$ cat src/rtl/alu_seq_ctrl.sv
// Purpose: button-driven ALU operand/opcode load sequencer (A -> B -> OP -> RES) with hold-off debounce.
// Latency: accepted enter edge -> strobe/state next cycle; update_res one cycle after load_op.
// Backpressure: none; edges inside the hold-off window are dropped. Optional ALU_CTRL_LIVE_EN: update_res held in S_RES.
module alu_seq_ctrl #(
    parameter int HOLD_CYCLES = 16
) (
    input  logic       clk,
    input  logic       reset,
    input  logic       enter,
    input  logic       back,
    input  logic       clear,
    output logic       load_a,
    output logic       load_b,
    output logic       load_op,
    output logic       update_res,
    output logic [3:0] step_leds,
    output logic [7:0] op_count
);

    localparam int CW = (HOLD_CYCLES > 1) ? $clog2(HOLD_CYCLES) : 1;
    localparam logic [CW-1:0] HOLD_LOAD = CW'(HOLD_CYCLES - 1);

    typedef enum logic [1:0] {S_A, S_B, S_OP, S_RES} state_t;

    state_t          state;
    state_t          state_nxt;
    logic            enter_q;
    logic            back_q;
    logic [CW-1:0]   hold_cnt;
    logic [CW-1:0]   hold_nxt;
    logic            enter_edge;
    logic            back_edge;
    logic            hold_idle;
    logic            take_enter;
    logic            take_back;
    logic            load_a_nxt;
    logic            load_b_nxt;
    logic            load_op_nxt;
    logic            update_nxt;

    always_comb begin
        enter_edge  = enter & ~enter_q;
        back_edge   = back & ~back_q;
        hold_idle   = (hold_cnt == '0);
        // clear wins over enter, enter wins over back; losers are discarded
        take_enter  = ~clear & hold_idle & enter_edge;
        take_back   = ~clear & hold_idle & back_edge & ~enter_edge;

        state_nxt   = state;
        hold_nxt    = hold_cnt;
        load_a_nxt  = 1'b0;
        load_b_nxt  = 1'b0;
        load_op_nxt = 1'b0;

        if (clear) begin
            state_nxt = S_A;
            hold_nxt  = '0;
        end else if (take_enter) begin
            hold_nxt = HOLD_LOAD;
            case (state)
                S_A: begin
                    load_a_nxt = 1'b1;
                    state_nxt  = S_B;
                end
                S_B: begin
                    load_b_nxt = 1'b1;
                    state_nxt  = S_OP;
                end
                S_OP: begin
                    load_op_nxt = 1'b1;
                    state_nxt   = S_RES;
                end
                S_RES: state_nxt = S_A;
            endcase
        end else if (take_back) begin
            hold_nxt = HOLD_LOAD;
            case (state)
                S_A:   state_nxt = S_A;
                S_B:   state_nxt = S_A;
                S_OP:  state_nxt = S_B;
                S_RES: state_nxt = S_OP;
            endcase
        end else if (!hold_idle) begin
            hold_nxt = hold_cnt - CW'(1);
        end

`ifdef ALU_CTRL_LIVE_EN
        // Live tracking starts once the opcode register has settled (cycle after load_op)
        update_nxt = ~clear & (state_nxt == S_RES) & ~load_op_nxt;
`else
        update_nxt = ~clear & load_op;
`endif
    end

    always_ff @(posedge clk) begin
        if (!reset) begin
            state      <= S_A;
            hold_cnt   <= '0;
            enter_q    <= 1'b1;
            back_q     <= 1'b1;
            load_a     <= 1'b0;
            load_b     <= 1'b0;
            load_op    <= 1'b0;
            update_res <= 1'b0;
            step_leds  <= 4'b0001;
            op_count   <= 8'd0;
        end else begin
            state      <= state_nxt;
            hold_cnt   <= hold_nxt;
            enter_q    <= enter;
            back_q     <= back;
            load_a     <= load_a_nxt;
            load_b     <= load_b_nxt;
            load_op    <= load_op_nxt;
            update_res <= update_nxt;
            step_leds  <= 4'b0001 << state_nxt;
            op_count   <= op_count + 8'(update_nxt & ~update_res);
        end
    end

endmodule

$ cat config.mk
export PLATFORM = sky130hd
export DESIGN_NAME = alu_seq_ctrl
export DESIGN_NICKNAME = d
export VERILOG_FILES = /design/src/rtl/alu_seq_ctrl.sv
export SDC_FILE = /design/constraint.sdc
export NUM_CORES = 1
export LEC_CHECK = 0
export CORE_ASPECT_RATIO = 1.75
export CORE_MARGIN = 5
export CORE_UTILIZATION = 25
export DETAILED_ROUTE_END_ITERATION = 10
export PLACE_DENSITY = 0.54
export RECOVER_POWER = 100
export REMOVE_ABC_BUFFERS = 1
export SYNTH_ARGS = -nofsm -noshare
export SYNTH_HDL_FRONTEND = slang
export SYNTH_SLANG_ARGS = --single-unit
export TNS_END_PERCENT = 1
$ cat constraint.sdc
create_clock -name clk -period 1.8 [get_ports clk]
set_input_delay 0.36 -clock clk [delete_from_list [all_inputs] [get_ports clk]]
set_output_delay 0.36 -clock clk [all_outputs]
set_load 0.005 [all_outputs]
==> results_dict.tcl, run 1 <==
set metrics [dict create \
    core_area_um2 4073 \
    place_inst 182 \
    hpwl_mm 1.770 \
    period_share 0.9438 \
    power.leakage_nw 0.6035 \
    grt_pass1_vias 835 \
    cts_tree "done" \
    layout_common_cells "dfxtp_1, clkdlybuf4s50_1, buf_4" \
    critPathCaptureType "flip-flop" \
    cts.sinks 24 \
    hold_viol_final 0 \
    fp-row-count 31 \
    setup_tns_ns 0 \
    die_width_um 58.66 \
    wl_met3_um 147 \
    finalWorstPathRequiredPeriod_ns 1.699 \
    ys_seq_area_frac 0.4638 \
    synth_edf_count 0 \
    track_usage 0.07867 \
    grt_max_degree 14 \
    cap_violations 0 \
    cp_max_fo 5 \
    initial_utilization 0.2544 \
    overflow 0 \
    setup_viol 0 \
    dieArea_um2 5582 \
    synthCells 102 \
    cp_top_family "simple AND/OR/NAND/NOR gates" \
    synth_flop_cell "dfxtp_1" \
    worstPathRequired_ns 2.00 \
    die-height_um 95.16 \
    r2r_end "step_leds[1]$_SDFF_PP0_" \
    rr_worst_depth 6 \
    cts_hold_buf 0 \
    p_per_area_nw_per_um2 753.7 \
    place_congestion 0.8244 \
    fin_cells 189 \
    drtAntennaViolNets 0 \
    async_reset_ff_frac 0 \
    final_common_cell "dfxtp_1" \
    yosysUniqueCellTypes 29 \
    highest_layer "met3" \
    arrival_ns 1.90 \
    drt_wl_total_mm 2.181 \
    crit_chain "inv_2 -> ha_4 -> or3b_4 -> a21o_1 -> a221oi_4 -> nor3b_2" \
    start_kind "flip-flop" \
    antenna_cells 0 \
    first_pass_iters 4 \
    drtIter0Drc 8 \
    clkTransAtPathRegs_ns 0.08 \
    reg2reg_from "hold_cnt[0]$_SDFFE_PP0P_" \
    synthToLayoutAreaGrowth_pct 43.12 \
    maxSlewViolCount 0 \
    critPathSlowestCell "or3b_4" \
    crit_buf_inv 1 \
    io_buffer_count 20 \
    ir_drop_mv 0.3288 \
    hold_path_startpoint "op_count[7]$_SDFF_PN0_" \
    grt_pass1_wl_mm 3.450 \
    synth-seq-cells 24 \
    hold_end "op_count[7]$_SDFF_PN0_" \
    rsz0062_at_grt "true" \
    holdPathStages 2 \
    synth_area_per_cell_um2 10.16 \
    drive_above_1_share 0.2071 \
    clk_path_buf_depth 2 \
    wl_per_cell_um 11.54 \
    cts_buffers 3 \
    wl_met2_mm 1.145 \
    ctsRootBufferMaster "clkbuf_8" \
    antenna_found_initial 0 \
    critPathMaxStageDelay_ns 0.40 \
    yosys_warnings 0 \
    clock.fmax_mhz 588.6 \
    min_path_type "reg2reg" \
    tightest_slew_ns 0.2624 \
    vias_per_cell 4.476 \
    io_pins 21 \
    clock_skew_ns 0.005404 \
    clk-insertion-delay-late_ns 0.26 \
    syn_area_um2 1036 \
    status "complete, no violations" \
    relSlewSlack 0.8201 \
    finalNetCount 154 \
    fillers 425 \
    via_count 846 \
    critPathKind "reg2reg" \
    wl_met1_um 888 \
    r2r_setup_slack_ns 0.10 \
    h-tree-depth 1 \
    drc 0 \
]
-- metal layers --
| metal | track usage | up-vias |
|---|---|---|
| li1 | - | 422 |
| met4 | 0.02268 | 0 |
| met1 | 0.08753 | 401 |
| met3 | 0.01355 | 0 |
| met2 | 0.1483 | 23 |
| met5 | 0 | - |
-- worst min-delay path, cell delays in order, from the launching register on --
cell and delay [ns]:
dfxtp_1 0.35, xor2_1 0.07, nor2_1 0.07
-- flip-flops by register name (all words and copies together) (netlist names) --
| signal | count |
|---|---|
| back_q | 1 |
| enter_q | 1 |
| hold_cnt | 4 |
| load_a | 1 |
| load_b | 1 |
| load_op | 1 |
| op_count | 8 |
| state | 2 |
| step_leds | 4 |
| update_res | 1 |
-- layout make-up --
type,count,area (um^2),share of cell area
inverter,7,26.28,0.01772
multi-input combinational,70,544.3,0.3671
clock buffer,4,55.05,0.03713
tap,49,61.31,0.04135
timing repair buffer,35,312.8,0.2110
sequential,24,483.0,0.3257
-- cell usage after synthesis, types with 2 or more instances --
cell,instances,area share
nand3_1,5,0.024
xor2_1,5,0.042
ha_1,8,0.097
nand2_1,2,0.0072
inv_1,7,0.025
nand3b_1,2,0.014
dfxtp_1,24,0.46
a31oi_1,2,0.012
nand2b_1,4,0.024
nor2_1,12,0.043
nor3b_1,3,0.022
and2_1,7,0.042
and3_1,3,0.018
xnor2_1,2,0.017
a211oi_1,2,0.014
-- power by group --
part,switching [mW],internal [mW],leakage [nW]
clock,0.162,0.195,0.0288
sequential,0.0123,0.549,0.196
combinational,0.0930,0.106,0.379
total,0.268,0.850,0.604
-- worst max-delay path by stage --
| stage | start | to | slack (ns) | cells past startpoint |
|---|---|---|---|---|
| 4_1_cts | hold_cnt[1]$_SDFFE_PP0P_ | step_leds[1]$_SDFF_PP0_ | 0.02 | 6 |
| 5_1_grt | hold_cnt[1]$_SDFFE_PP0P_ | step_leds[1]$_SDFF_PP0_ | -0.02 | 6 |
| 6_report | hold_cnt[0]$_SDFFE_PP0P_ | step_leds[1]$_SDFF_PP0_ | 0.10 | 6 |
| 3_5_place_dp | clear | op_count[5]$_SDFF_PN0_ | -0.07 | 7 |
| 2_1_floorplan | hold_cnt[0]$_SDFFE_PP0P_ | step_leds[1]$_SDFF_PP0_ | 0.10 | 6 |
| 3_3_place_gp | clear | op_count[7]$_SDFF_PN0_ | -0.04 | 7 |
-- through the flow --
stage	area [um^2]	hold WS (ns)	setup slack (ns)	total power [mW]	util
after floorplan	1031	0.4330	0.1032	0.6675	-
after CTS	1444	0.5277	0.01668	1.116	0.3545
final	1483	0.5179	0.1011	1.117	0.3641
after global routing	1483	0.5762	-0.01617	1.178	0.3641
after detailed placement	1383	0.5039	-0.06654	0.7492	0.3395
after global placement	1383	0.4896	-0.04243	0.7410	0.3395
-- cell families after synthesis --
family	count (synthesis)	synth area share
mux	1	0.009662
simple gates	42	0.2270
buf+inv	8	0.03019
fa+ha+maj	8	0.09662
xor+xnor	7	0.05918
compound gates	12	0.1135
flops	24	0.4638
-- timing repair --
| item | CTS | global route |
|---|---|---|
| pin swaps | 1 | 1 |
| endpoints found under the setup margin | 1 | 4 |
| hold endpoints to repair | 0 | 0 |
| gates resized for setup | 5 | 3 |
| buffers inserted | 0 | 3 |
No activity file was read; power rests on OpenSTA's default activity.
==> run 2, diff against run 1 <==
--- a/config.mk
+++ b/config.mk
@@ -5,11 +5,11 @@
 export SDC_FILE = /design/constraint.sdc
 export NUM_CORES = 1
 export LEC_CHECK = 0
-export CORE_ASPECT_RATIO = 1.75
+export CORE_ASPECT_RATIO = 1.1
 export CORE_MARGIN = 5
 export CORE_UTILIZATION = 25
 export DETAILED_ROUTE_END_ITERATION = 10
-export PLACE_DENSITY = 0.54
+export PLACE_DENSITY = 0.53
 export RECOVER_POWER = 100
 export REMOVE_ABC_BUFFERS = 1
 export SYNTH_ARGS = -nofsm -noshare
==> constraint.sdc (replaced) <==
create_clock -name clk -period 1.7 [get_ports clk]
set_input_delay 0.34 -clock clk [delete_from_list [all_inputs] [get_ports clk]]
set_output_delay 0.34 -clock clk [all_outputs]
set_load 0.005 [all_outputs]
==> results_dict.tcl, run 2 (synthesized netlist as in run 1, its figures left out) <==
set metrics [dict create \
    reg.largest.list "op_count (8), hold_cnt (4), step_leds (4)" \
    io_pins 21 \
    dieArea_um2 5533 \
    largest_reg_flops 8 \
    maxSlewViolCount 0 \
    reg2reg_from "hold_cnt[0]$_SDFFE_PP0P_" \
    ir_drop_mv 0.4391 \
    cts_hold_buf 0 \
    drtIter0Drc 17 \
    critPathCaptureType "flip-flop" \
    status "complete, no violations" \
    worstPathRequired_ns 1.89 \
    highest_layer "met4" \
    hold_viol_final 0 \
    critPathMaxStageDelay_ns 0.39 \
    drtAntennaViolNets 0 \
    top_register "op_count" \
    synthToLayoutAreaGrowth_pct 45.29 \
    vias_per_cell 4.250 \
    clock.fmax_mhz 592.6 \
    r2r_setup_slack_ns 0.01 \
    grt_pass1_vias 858 \
    io_buffer_count 20 \
    holdPathStages 2 \
    track_usage 0.08010 \
    clkTransAtPathRegs_ns 0.08 \
    cap_violations 0 \
    fin_cells 192 \
    hold_path_startpoint "op_count[7]$_SDFF_PN0_" \
    power.leakage_nw 0.6530 \
    core_area_um2 3994 \
    place_inst 188 \
    antenna_found_initial 0 \
    setup_tns_ns 0 \
    antenna_cells 0 \
    fillers 416 \
    relSlewSlack 0.8017 \
    critPathKind "reg2reg" \
    finalWorstPathRequiredPeriod_ns 1.687 \
    grt_pass1_wl_mm 3.629 \
    finish.utilization 0.3769 \
    r2r_end "step_leds[1]$_SDFF_PP0_" \
    hold_end "op_count[7]$_SDFF_PN0_" \
    crit_chain "inv_2 -> ha_4 -> or3b_4 -> a21o_1 -> a221oi_4 -> nor3b_2" \
    clk_path_buf_depth 2 \
    die-height_um 77.52 \
    rr_worst_depth 6 \
    dpl-instance-area_um2 1409 \
    wl_met3_um 109 \
    finalNetCount 154 \
    fin_ws_ns 0.01252 \
    initial_utilization 0.2594 \
    cts_buffers 3 \
    wl_met2_um 949 \
    dp_slack_ns -0.1714 \
    drive_above_1_share 0.2143 \
    layout_common_cells "dfxtp_1, dlygate4sd3_1, buf_4" \
    first_pass_iters 4 \
    ctsRootBufferMaster "clkbuf_8" \
    clock_skew_ns 0.003003 \
    tightest_slew_ns 0.2951 \
    grt_max_degree 15 \
    period_share 0.9926 \
    start_kind "flip-flop" \
    place_congestion 0.7651 \
    die_width_um 71.38 \
    drt_wl_total_mm 2.038 \
    final_common_cell "dfxtp_1" \
    wl_met1_um 959 \
    stdcell_area_um2 1505 \
    wl_per_cell_um 10.61 \
    rsz0062_at_grt "true" \
    h-tree-depth 1 \
    overflow 0 \
    fp-row-count 24 \
    hpwl_mm 1.661 \
    setup_viol 0 \
    arrival_ns 1.88 \
    p_per_area_nw_per_um2 857.7 \
    clk-insertion-delay-late_ns 0.26 \
    cts.sinks 24 \
    cts_tree "done" \
    cp_max_fo 5 \
    min_path_type "reg2reg" \
    via_count 816 \
    critPathSlowestCell "or3b_4" \
    drc 0 \
]
==> run 2: cell types whose count changed in the layout (fill, tap and decap cells not counted), sizes merged <==
| cell | change |
|---|---|
| bufinv | +1 |
| dlygate4sd3 | +15 |
| clkbuf | -1 |
| clkdlybuf4s50 | -15 |
==> run 2: timing repair <==
item,CTS,global route
resized for setup,7,3
pin swaps,2,4
setup buffers,0,0
endpoints found under the setup margin,5,7
==> run 2: worst max-delay path by stage <==
| stage | start | endpoint | depth (start not counted) |
|---|---|---|---|
| CTS | hold_cnt[1]$_SDFFE_PP0P_ | step_leds[1]$_SDFF_PP0_ | 6 |
| finish | hold_cnt[0]$_SDFFE_PP0P_ | step_leds[1]$_SDFF_PP0_ | 6 |
| detailed placement | clear | op_count[7]$_SDFF_PN0_ | 7 |
| global placement | clear | op_count[7]$_SDFF_PN0_ | 7 |
| floorplan | hold_cnt[0]$_SDFFE_PP0P_ | step_leds[1]$_SDFF_PP0_ | 6 |
| global route | hold_cnt[0]$_SDFFE_PP0P_ | step_leds[1]$_SDFF_PP0_ | 6 |
==> run 2: through the flow <==
step | power [mW] | hold WS, ns
2_1_floorplan | 0.7068 | 0.4130
3_3_place_gp | 0.7955 | 0.4983
3_5_place_dp | 0.7994 | 0.4979
4_1_cts | 1.318 | 0.5243
5_1_grt | 1.368 | 0.5297
6_report | 1.291 | 0.5169
==> run 2: per-layer routing <==
metal / track usage / up-vias
li1: - / 419
met3: 0.01550 / 2
met1: 0.09680 / 377
met5: 0 / -
met2: 0.1369 / 18
met4: 0.03383 / 0
==> run 2: where the power goes <==
part           switching, mW  total, mW  internal, mW
combinational         0.0982      0.209         0.111
clock                  0.175      0.489         0.314
sequential            0.0111      0.592         0.581
total                  0.284       1.29          1.01
==> run 2: worst max-delay path: cells and delay by family, from the launching register on <==
family | cells | cell delay (ns)
AND/OR/NAND/NOR | 2 | 0.60
AO/OA/AOI/OAI | 2 | 0.49
flip-flops | 1 | 0.33
adder cells (fa/ha/maj) | 1 | 0.13
buffers and inverters | 1 | 0.07
==> run 2: final cells by class <==
cell class	count	area, um^2	share of cell area
clock buffers	3	41.29	0.02743
clock inverters	1	30.03	0.01995
inverters	7	26.28	0.01746
multi-input cells	70	546.8	0.3633
flip-flops and latches	24	483.0	0.3209
well taps	52	65.06	0.04323
repair buffers	35	312.8	0.2078
==> run 3, diff against run 2 <==
--- a/config.mk
+++ b/config.mk
@@ -5,6 +5,7 @@
 export SDC_FILE = /design/constraint.sdc
 export NUM_CORES = 1
 export LEC_CHECK = 0
+export ABC_CLOCK_PERIOD_IN_PS = 1900
 export CORE_ASPECT_RATIO = 1.1
 export CORE_MARGIN = 5
 export CORE_UTILIZATION = 25
==> constraint.sdc (replaced) <==
create_clock -name clk -period 1.9 [get_ports clk]
set_input_delay 0.38 -clock clk [delete_from_list [all_inputs] [get_ports clk]]
set_output_delay 0.38 -clock clk [all_outputs]
set_load 0.005 [all_outputs]
==> results_dict.tcl, run 3 (synthesized netlist as in run 1, its figures left out) <==
set metrics [dict create \
    antenna_cells 0 \
    critPathSlowestCell "or3b_4" \
    hold_path_startpoint "hold_cnt[0]$_SDFFE_PP0P_" \
    status "complete, no violations" \
    initial_utilization 0.2594 \
    critPathMaxStageDelay_ns 0.41 \
    drtIter0Drc 23 \
    io_pins 21 \
    netSwitchingFraction 0.2229 \
    hpwl_mm 1.676 \
    arrival_ns 1.97 \
    top_register "op_count" \
    die_width_um 71.38 \
    first_pass_iters 3 \
    clk_path_buf_depth 2 \
    io_buffer_count 20 \
    place_congestion 0.7344 \
    p_int_uw 890.7 \
    layout_common_cells "dfxtp_1, clkdlybuf4s50_1, nor2_1" \
    fp-row-count 24 \
    dp_slack_ns -0.01087 \
    overflow 0 \
    seqPwrFrac 0.465 \
    core_area_um2 3994 \
    drtAntennaViolNets 0 \
    final_common_cell "dfxtp_1" \
    cts_hold_buf 0 \
    antenna_found_initial 0 \
    reg.largest.list "op_count (8), hold_cnt (4), step_leds (4)" \
    drive_above_1_share 0.1579 \
    drc 0 \
    reg2reg_from "hold_cnt[0]$_SDFFE_PP0P_" \
    rsz0062_at_grt "true" \
    finish.utilization 0.3618 \
    maxSlewViolCount 0 \
    crit_chain "inv_2 -> ha_4 -> or3b_4 -> a21o_1 -> a221oi_4 -> nor3b_2" \
    clkTransAtPathRegs_ns 0.08 \
    cap_violations 0 \
    cts_buffers 3 \
    ir_drop_mv 0.4003 \
    grt_max_degree 15 \
    worstPathRequired_ns 2.09 \
    die-height_um 77.52 \
    cp-startpoint "hold_cnt[0]$_SDFFE_PP0P_" \
    clock_skew_ns 0.005963 \
    setup_viol 0 \
    critPathCaptureType "flip-flop" \
    clock.fmax_mhz 559.6 \
    net-switching-power_uw 255.5 \
    finalNetCount 147 \
    synthToLayoutAreaGrowth_pct 39.49 \
    grt_pass1_wl_mm 3.581 \
    wl_per_cell_um 11.20 \
    power.leakage_nw 0.5744 \
    fin_cells 185 \
    dieArea_um2 5533 \
    combPwrFrac 0.151 \
    largest_reg_flops 8 \
    whs_ns 0.4659 \
    fin_ws_ns 0.1131 \
    track_usage 0.07967 \
    tightest_slew_ns 0.2936 \
    ctsRootBufferMaster "clkbuf_8" \
    critPathKind "reg2reg" \
    cts.sinks 24 \
    place_inst 179 \
    period_share 0.9405 \
    vias_per_cell 4.238 \
    cts_tree "done" \
    finalWorstPathRequiredPeriod_ns 1.787 \
    start_kind "flip-flop" \
    h-tree-depth 1 \
    via_count 784 \
    grt_pass1_vias 837 \
    drt_wl_total_mm 2.072 \
    p_per_area_nw_per_um2 793.1 \
    cp_max_fo 5 \
    hold_viol_final 0 \
    p_total_mw 1.146 \
    min_path_type "reg2reg" \
    power.share.clock 0.384 \
    clk-insertion-delay-late_ns 0.26 \
    relSlewSlack 0.8043 \
]
## run 3: changes by cell type in the layout (fill, tap and decap cells not counted), moves of 3 or more
cell | before | now
dlygate4sd3_1 | 16 | 2
clkdlybuf4s50_1 | 4 | 18
and2_1 | 4 | 7
and2_0 | 3 | 0
buf_4 | 15 | 8
## run 3: final cells by class
type | instances | area [um^2]
fill | 411 | 2549
multi-input combinational | 70 | 539.3
sequential | 24 | 483.0
timing repair buffer | 28 | 260.3
tap | 52 | 65.06
clock buffer | 3 | 41.29
clock inverter | 1 | 30.03
inverter | 7 | 26.28
## run 3: path summary, 6_finish.rpt
kind | slack [ns] | cells past startpoint | endpoint
max | 0.11 | 6 | step_leds[1]$_SDFF_PP0_
min | 0.47 | 1 | hold_cnt[0]$_SDFFE_PP0P_
max reg2reg | 0.11 | 6 | step_leds[1]$_SDFF_PP0_
min reg2reg | 0.47 | 1 | hold_cnt[0]$_SDFFE_PP0P_
## run 3: critical path, delay by kind of cell (launching register included)
kind	cells	cell delay, ns
buffers and inverters	1	0.07
AO/OA/AOI/OAI	2	0.53
AND/OR/NAND/NOR	2	0.64
flip-flops	1	0.34
adder cells (fa/ha/maj)	1	0.13
## run 3: power by group through the flow
stage | sequential [mW] | combinational [mW] | clock [mW]
CTS | 0.531 | 0.155 | 0.458
finish | 0.533 | 0.173 | 0.440
global placement | 0.542 | 0.143 | 0
detailed placement | 0.543 | 0.149 | 0
global route | 0.535 | 0.197 | 0.478
floorplan | 0.541 | 0.0914 | 0
## run 3: timing repair
action,CTS,global route
resized for setup,1,6
hold endpoints to repair,0,0
endpoints found under the setup margin,1,5
pin swaps,0,2
buffers inserted,0,2
## run 3: per-stage QoR
step                setup TNS (ns)  area (um^2)
finish                           0         1445
global route              -0.02209         1445
detailed placement        -0.01243         1341
global placement                 0         1341
CTS                              0         1415
floorplan                        0         1031
## run 3: routing by layer
| layer | wire (um) | track usage | vias up |
|---|---|---|---|
| li1 | - | - | 406 |
| met1 | 895 | 0.09326 | 360 |
| met2 | 1034 | 0.1333 | 16 |
| met3 | 122 | 0.02196 | 2 |
| met4 | 20 | 0.03759 | 0 |
| met5 | 0 | 0 | - |
